## config.mk

```make
export PLATFORM = sky130hd
export DESIGN_NAME = axis_adc_decimator
export DESIGN_NICKNAME = d
export VERILOG_FILES = /design/src/rtl/axis_adc_decim_pkg.sv /design/src/rtl/axis_adc_decim_acc.sv /design/src/rtl/axis_adc_decimator.sv
export SDC_FILE = /design/constraint.sdc
export NUM_CORES = 1
export LEC_CHECK = 0
export CAP_MARGIN = 20
export CORE_UTILIZATION = 35
export DETAILED_ROUTE_END_ITERATION = 7
export PLACE_DENSITY = 0.67
export SYNTH_ARGS = -nofsm -noshare
export SYNTH_HDL_FRONTEND = slang
export SYNTH_SLANG_ARGS = --single-unit
```

## constraint.sdc

```tcl
create_clock -name aclk -period 6.31 [get_ports aclk]
set_input_delay 0.631 -clock aclk [delete_from_list [all_inputs] [get_ports aclk]]
set_output_delay 0.631 -clock aclk [all_outputs]
set_load 0.05 [all_outputs]
```

## src/rtl/axis_adc_decim_pkg.sv

```systemverilog
// Shared types and constants for the ADC boxcar decimator.
// No logic, so there is no latency and no backpressure.
// Holds the FSM state encoding, the accumulator width and the shift saturation helper.
package axis_adc_decim_pkg;

    typedef enum logic [1:0] {
        ST_IDLE  = 2'd0,
        ST_ACQ   = 2'd1,
        ST_DRAIN = 2'd2
    } state_t;

    localparam int ACC_WIDTH = 32;
    localparam int SHIFT_MAX = 31;

    function automatic logic [4:0] sat_shift(input logic [4:0] s);
        return (int'(s) > SHIFT_MAX) ? 5'(SHIFT_MAX) : s;
    endfunction

endpackage

```

## src/rtl/axis_adc_decim_acc.sv

```systemverilog
// Boxcar accumulator with phase counter and output shift. AXIS_ADC_DECIM_ROUND_EN selects round-half-up.
// The result is combinational in the cycle that carries the last sample of a group.
// There is no backpressure: every enabled cycle is consumed.
module axis_adc_decim_acc
    import axis_adc_decim_pkg::*;
#(
    parameter int SAMPLE_WIDTH = 16,
    parameter int RATIO_WIDTH  = 16
) (
    input  logic                    aclk,
    input  logic                    areset,
    input  logic                    i_start,
    input  logic                    i_en,
    input  logic [SAMPLE_WIDTH-1:0] i_sample,
    input  logic [RATIO_WIDTH-1:0]  i_ratio,
    input  logic [4:0]              i_shift,
    output logic [ACC_WIDTH-1:0]    result,
    output logic                    result_strobe
);

    logic signed [ACC_WIDTH-1:0] r_acc;
    logic        [RATIO_WIDTH-1:0] r_phase;

    logic signed [ACC_WIDTH-1:0] w_sample_sx;
    logic signed [ACC_WIDTH-1:0] w_sum;
    logic signed [ACC_WIDTH:0]   w_biased;

    assign w_sample_sx   = {{(ACC_WIDTH-SAMPLE_WIDTH){i_sample[SAMPLE_WIDTH-1]}}, i_sample};
    assign w_sum         = r_acc + w_sample_sx;
    assign result_strobe = i_en && (r_phase == (i_ratio - RATIO_WIDTH'(1)));

    // One guard bit so that adding the rounding bias cannot wrap.
`ifdef AXIS_ADC_DECIM_ROUND_EN
    always_comb begin
        w_biased = {w_sum[ACC_WIDTH-1], w_sum};
        if (i_shift != 5'd0)
            w_biased = w_biased + ((ACC_WIDTH+1)'(1) << (i_shift - 5'd1));
    end
`else
    assign w_biased = {w_sum[ACC_WIDTH-1], w_sum};
`endif

    assign result = ACC_WIDTH'(w_biased >>> i_shift);

    always_ff @(posedge aclk) begin
        if (areset || i_start) begin
            r_acc   <= '0;
            r_phase <= '0;
        end else if (i_en) begin
            if (result_strobe) begin
                r_acc   <= '0;
                r_phase <= '0;
            end else begin
                r_acc   <= w_sum;
                r_phase <= r_phase + RATIO_WIDTH'(1);
            end
        end
    end

endmodule

```

## src/rtl/axis_adc_decimator.sv

```systemverilog
// Triggered boxcar decimator from the ADC stream to an AXI-Stream master. AXIS_ADC_DECIM_ROUND_EN selects round-half-up.
// Latency: a word is valid one cycle after the last sample of its group.
// Backpressure: the input is never stalled; a result that finds the one-deep output register full is dropped and flagged.
module axis_adc_decimator
    import axis_adc_decim_pkg::*;
#(
    parameter int AXIS_TDATA_WIDTH = 32,
    parameter int SAMPLE_WIDTH     = 16,
    parameter int RATIO_WIDTH      = 16,
    parameter int CNT_WIDTH        = 32
) (
    input  logic                        aclk,
    input  logic                        areset,
    input  logic [RATIO_WIDTH-1:0]      cfg_ratio,
    input  logic [CNT_WIDTH-1:0]        cfg_nsamples,
    input  logic [4:0]                  cfg_shift,
    input  logic                        trig,
    input  logic                        s_axis_tvalid,
    input  logic [AXIS_TDATA_WIDTH-1:0] s_axis_tdata,
    output logic                        m_axis_tvalid,
    input  logic                        m_axis_tready,
    output logic [AXIS_TDATA_WIDTH-1:0] m_axis_tdata,
    output logic                        m_axis_tlast,
    output logic                        sts_busy,
    output logic                        sts_overrun,
    output logic [CNT_WIDTH-1:0]        sts_count
);

    state_t                      r_state;
    logic [RATIO_WIDTH-1:0]      r_ratio;
    logic [CNT_WIDTH-1:0]        r_nsamples;
    logic [4:0]                  r_shift;
    logic [CNT_WIDTH-1:0]        r_count;
    logic                        r_overrun;
    logic                        r_tvalid;
    logic                        r_tlast;
    logic [AXIS_TDATA_WIDTH-1:0] r_tdata;

    logic                 w_start;
    logic                 w_en;
    logic                 w_accept;
    logic                 w_load;
    logic                 w_final;
    logic                 w_strobe;
    logic [ACC_WIDTH-1:0] w_result;

    generate
        if (AXIS_TDATA_WIDTH > SAMPLE_WIDTH) begin : g_unused_hi
            logic w_unused_tdata_hi;
            assign w_unused_tdata_hi = ^s_axis_tdata[AXIS_TDATA_WIDTH-1:SAMPLE_WIDTH];
        end
    endgenerate

    assign w_start  = (r_state == ST_IDLE) && trig && (cfg_ratio != '0) && (cfg_nsamples != '0);
    assign w_en     = (r_state == ST_ACQ) && s_axis_tvalid;
    assign w_accept = r_tvalid && m_axis_tready;
    assign w_load   = w_strobe && (!r_tvalid || m_axis_tready);
    assign w_final  = w_strobe && ((r_count + CNT_WIDTH'(1)) == r_nsamples);

    axis_adc_decim_acc #(
        .SAMPLE_WIDTH (SAMPLE_WIDTH),
        .RATIO_WIDTH  (RATIO_WIDTH)
    ) u_acc (
        .aclk          (aclk),
        .areset        (areset),
        .i_start       (w_start),
        .i_en          (w_en),
        .i_sample      (s_axis_tdata[SAMPLE_WIDTH-1:0]),
        .i_ratio       (r_ratio),
        .i_shift       (r_shift),
        .result        (w_result),
        .result_strobe (w_strobe)
    );

    always_ff @(posedge aclk) begin
        if (areset) begin
            r_state    <= ST_IDLE;
            r_ratio    <= '0;
            r_nsamples <= '0;
            r_shift    <= '0;
            r_count    <= '0;
            r_overrun  <= 1'b0;
            r_tvalid   <= 1'b0;
            r_tlast    <= 1'b0;
            r_tdata    <= '0;
        end else begin
            case (r_state)
                ST_IDLE: begin
                    // A non-final word may still be pending after a dropped final result.
                    if (w_accept) begin
                        r_tvalid <= 1'b0;
                        r_tlast  <= 1'b0;
                    end
                    if (w_start) begin
                        r_ratio    <= cfg_ratio;
                        r_nsamples <= cfg_nsamples;
                        r_shift    <= sat_shift(cfg_shift);
                        r_count    <= '0;
                        r_overrun  <= 1'b0;
                        r_state    <= ST_ACQ;
                    end
                end
                ST_ACQ: begin
                    if (w_accept) begin
                        r_tvalid <= 1'b0;
                        r_tlast  <= 1'b0;
                    end
                    if (w_strobe) begin
                        r_count <= r_count + CNT_WIDTH'(1);
                        if (w_load) begin
                            r_tvalid <= 1'b1;
                            r_tdata  <= AXIS_TDATA_WIDTH'($signed(w_result));
                            r_tlast  <= w_final;
                        end else begin
                            r_overrun <= 1'b1;
                        end
                        if (w_final)
                            r_state <= w_load ? ST_DRAIN : ST_IDLE;
                    end
                end
                ST_DRAIN: begin
                    if (w_accept) begin
                        r_tvalid <= 1'b0;
                        r_tlast  <= 1'b0;
                        r_state  <= ST_IDLE;
                    end
                end
                default: r_state <= ST_IDLE;
            endcase
        end
    end

    assign m_axis_tvalid = r_tvalid;
    assign m_axis_tdata  = r_tdata;
    assign m_axis_tlast  = r_tlast;
    assign sts_busy      = (r_state != ST_IDLE);
    assign sts_overrun   = r_overrun;
    assign sts_count     = r_count;

endmodule

```

==> results by group <==
Outcome
  – Status: finished, final reports clean

Drt
  – WL/cell: 19.3 um
  – DR pass1 iterations: 6
  – Routed via count: 13000
  – Vias per inst: 5.92
  – First DRT Iteration DRCs: 1271
  – ANT nets after route: 0
  – DRC viols: 0
  – Total length of routed wires: 42200 um

Clock tree
  – Post-CTS setup buffer count: 0
  – CTS tree: done
  – CTS Buffer Depth: 2
  – CTS buffer count: 17
  – Root buffer cell: clkbuf_16
  – # clock sinks: 170
  – Later-pin clock latency in the skew report: 460 ps
  – Clk slew on worst S/H paths: 70 ps
  – CTS Hold Bufs: 0
  – Htree depth: 4
  – Resized cells post-CTS: 0

Logic synthesis
  – Post-synth top flop: dfxtp_1
  – Seq cells post-synth: 170
  – Post-Syn Instances: 1636
  – Warning count from the yosys run: 0
  – Sequential area share after synthesis: 0.271
  – Netlist cell types: 84
  – Number of synthesized flops with an enable pin: 0
  – Mapped Nets: 1761
  – Synth Cell Area: 12500 sq um
  – Syn avg cell area: 7.67 sq um
  – Ys async rst share: 0

Power and ir drop
  – Pleak: 5.46 nW
  – Sequential power share: 0.384
  – Clock power frac: 0.373
  – Pint: 0.00192 W
  – Psw: 0.00101 W
  – PD cells: 196 nW/um^2
  – Combinational Power Share: 0.243
  – Peak VDD IR: 0.000211 V
  – Net Sw Frac: 0.346

Placement
  – Placed cell count: 2153
  – Detailed Place HPWL: 30400 um
  – Placer Congestion: 0.960
  – IO Port Bufs: 141

Worst setup path
  – Worst EP arrival: 5360 ps
  – CP Capture Type: register
  – Crit Path Class: input port to register
  – R2R cell count: 12
  – Crit path to: m_axis_tdata[12]
  – Setup crit start kind: input port
  – Setup crit start: s_axis_tdata[0]
  – R2R Path Start: u_acc.r_acc[0]
  – CP max-delay cell: o41ai_2
  – CP Max Fanout: 6
  – CP Depth: 13
  – Max stage delay on crit path: 680 ps
  – Worst Path Required: 6690 ps
  – Critical Path, Cell by Cell: clkdlybuf4s50_1 > ha_1 > fa_1 > a211oi_1 > o21ai_2 > o211ai_1 > a21oi_1 > o41ai_2 > xor2_1 > mux4_2 > mux4_2 > mux2_2 > a211oi_1
  – Family with the most delay on the worst path: compound AO/OA/AOI/OAI gates
  – WP buf/inv: 1
  – FF-to-FF End: m_axis_tdata[12]
  – Reg2reg setup slack: 1610 ps

Timing
  – Layout Skew: 11.3 ps
  – Final Max Tran Viols: 0
  – F_max: 201 MHz
  – Endpoints failing setup: 0
  – Final TNS setup: 0 ps
  – Unrepaired setup endpoints after global routing: false
  – Hold Violations, Final: 0
  – Final Cycle Share: 0.790
  – Slew @ Worst Pin: 1100 ps
  – Slew headroom: 0.268
  – Crit path time final: 4990 ps

Worst hold path
  – Min-delay worst type: register to register

Global routing
  – Total global routing overflow: 0
  – GRT Total Usage: 0.230
  – First-pass GRT wire length: 66600 um
  – Number of antenna violations at the first check in global routing: 1
  – Number of global-route vias before repair: 12100
  – Largest net degree at the start of global routing: 87

Finish
  – Fill count: 3524
  – Nets: 1844
  – Layout area overhead: 19.0%
  – Share of layout cells above drive strength 1: 0.0722
  – Finished Layout Cells: 2189

Floorplanning
  – Die Wd: 191 um
  – Initial Utilization: 0.360
  – Die height: 191 um
  – Die area: 36600 sq um
  – Core region area: 34900 sq um
  – IO Pins: 158
  – Cell Rows: 68

Run
  – Max Cap Violations: 0
-- flip-flops by register name, indices dropped and copies added, names as in the netlist, 2 cells and up --
register	flops
r_state	2
u_acc.r_phase	16
r_ratio	16
r_nsamples	32
r_shift	5
u_acc.r_acc	32
m_axis_tdata	32
sts_count	32
-- area by class of cell --
type                    count  area (sq um)  area share
flip-flops and latches    170          3400       0.228
clock buffers              17           425      0.0285
diodes                      2          5.00    0.000335
clock inverters            15           178      0.0119
well taps                 455           569      0.0381
inverters                  28           105     0.00704
repair buffers            166          1610       0.108
multi-input cells        1336          8630       0.578
-- cells by family (layout without fill, tap and decap cells) --
logic type      after synthesis  after routing  share of synthesized area
compound gates              494            494                      0.252
xor+xnor                    118            118                     0.0824
fa+ha+maj                    35             35                     0.0355
buf+inv                     130            226                     0.0421
flops                       170            170                      0.271
mux                          55             55                     0.0714
other cells                   0              2                          0
simple gates                634            634                      0.245
-- power groups by stage --
stage               sequential [W]  combinational (W)  clock (W)
global placement           0.00115           0.000685          0
floorplan                  0.00114           0.000479          0
global route               0.00113           0.000769    0.00115
CTS                        0.00112           0.000697    0.00110
detailed placement         0.00115           0.000692          0
finish                     0.00112           0.000712    0.00109
-- cells in the mapped netlist, drive strengths merged, types with 7 or more instances --
cell / instances / area (sq um)
or3: 23 / 154
a211oi: 19 / 148
or2: 10 / 62.6
a21o: 10 / 75.1
inv: 25 / 93.8
or4: 9 / 71.3
nand3b: 11 / 82.6
o22ai: 8 / 50.1
nand3: 55 / 275
xor2: 49 / 429
clkbuf: 78 / 293
a21oi: 181 / 906
a31oi: 12 / 75.1
xnor2: 69 / 604
o221ai: 7 / 61.3
mux4: 27 / 608
nand2b: 7 / 43.8
o211a: 8 / 80.1
o2111ai: 9 / 78.8
buf: 24 / 130
nor2: 116 / 443
nand4: 26 / 184
o211ai: 29 / 218
and4: 10 / 87.6
nor2b: 7 / 43.8
o21a: 15 / 113
o31ai: 12 / 90.1
o21ai: 96 / 484
nor3: 32 / 160
and3: 25 / 156
and2: 12 / 75.1
ha: 34 / 425
nand2: 244 / 916
mux2i: 22 / 220
a2111oi: 8 / 82.6
dfxtp: 170 / 3400
a22oi: 9 / 67.6
nor4: 37 / 238
a22o: 20 / 175
-- routing by layer --
| layer | vias up | part of all wire | GRT usage |
|---|---|---|---|
| li1 | 6217 | - | - |
| met1 | 6128 | 0.44 | 0.310 |
| met2 | 545 | 0.46 | 0.368 |
| met3 | 75 | 0.074 | 0.0404 |
| met4 | 2 | 0.025 | 0.0781 |
| met5 | - | 0.00031 | 0 |
-- worst min-delay path, cell delays in order, from the launching register on --
cell     delay, ps
dfxtp_1        320
nand2_1         50
a21oi_1         50
-- how the worst min path moves through the flow --
stage	cells past startpoint	endpoint	start	slack, ps
finish	2	m_axis_tdata[30]	m_axis_tdata[30]	460
global route	2	u_acc.r_acc[28]	u_acc.r_acc[28]	480
CTS	2	m_axis_tdata[25]	m_axis_tdata[25]	460
detailed placement	2	m_axis_tdata[26]	m_axis_tdata[26]	450
global placement	2	u_acc.r_acc[13]	u_acc.r_acc[13]	440
floorplan	2	u_acc.r_acc[18]	u_acc.r_acc[18]	440
-- layout by cell type (no fill, tap or decap), types with 24 or more instances in the layout --
| master | n |
|---|---|
| nand2_1 | 244 |
| a21oi_1 | 181 |
| dfxtp_1 | 170 |
| clkdlybuf4s50_1 | 140 |
| nor2_1 | 112 |
| o21ai_0 | 91 |
| xnor2_1 | 69 |
| nand3_1 | 55 |
| xor2_1 | 49 |
| nor4_1 | 36 |
| ha_1 | 34 |
| nor3_1 | 32 |
| o211ai_1 | 29 |
| mux4_2 | 27 |
| and3_1 | 25 |
| nand4_1 | 24 |
| buf_4 | 24 |
-- stage by stage --
step | setup slack [ps] | hold WS (ps) | utilization | total power (W) | area, sq um
after global placement | 1000 | 444 | 0.410 | 0.00183 | 14300
after floorplan | 1970 | 436 | - | 0.00162 | 12500
after global routing | 1150 | 484 | 0.428 | 0.00305 | 14900
after CTS | 1410 | 457 | 0.427 | 0.00292 | 14900
final | 1320 | 457 | 0.428 | 0.00293 | 14900
after detailed placement | 956 | 446 | 0.410 | 0.00184 | 14300
Note: power is estimated with default switching activity, not from simulation.
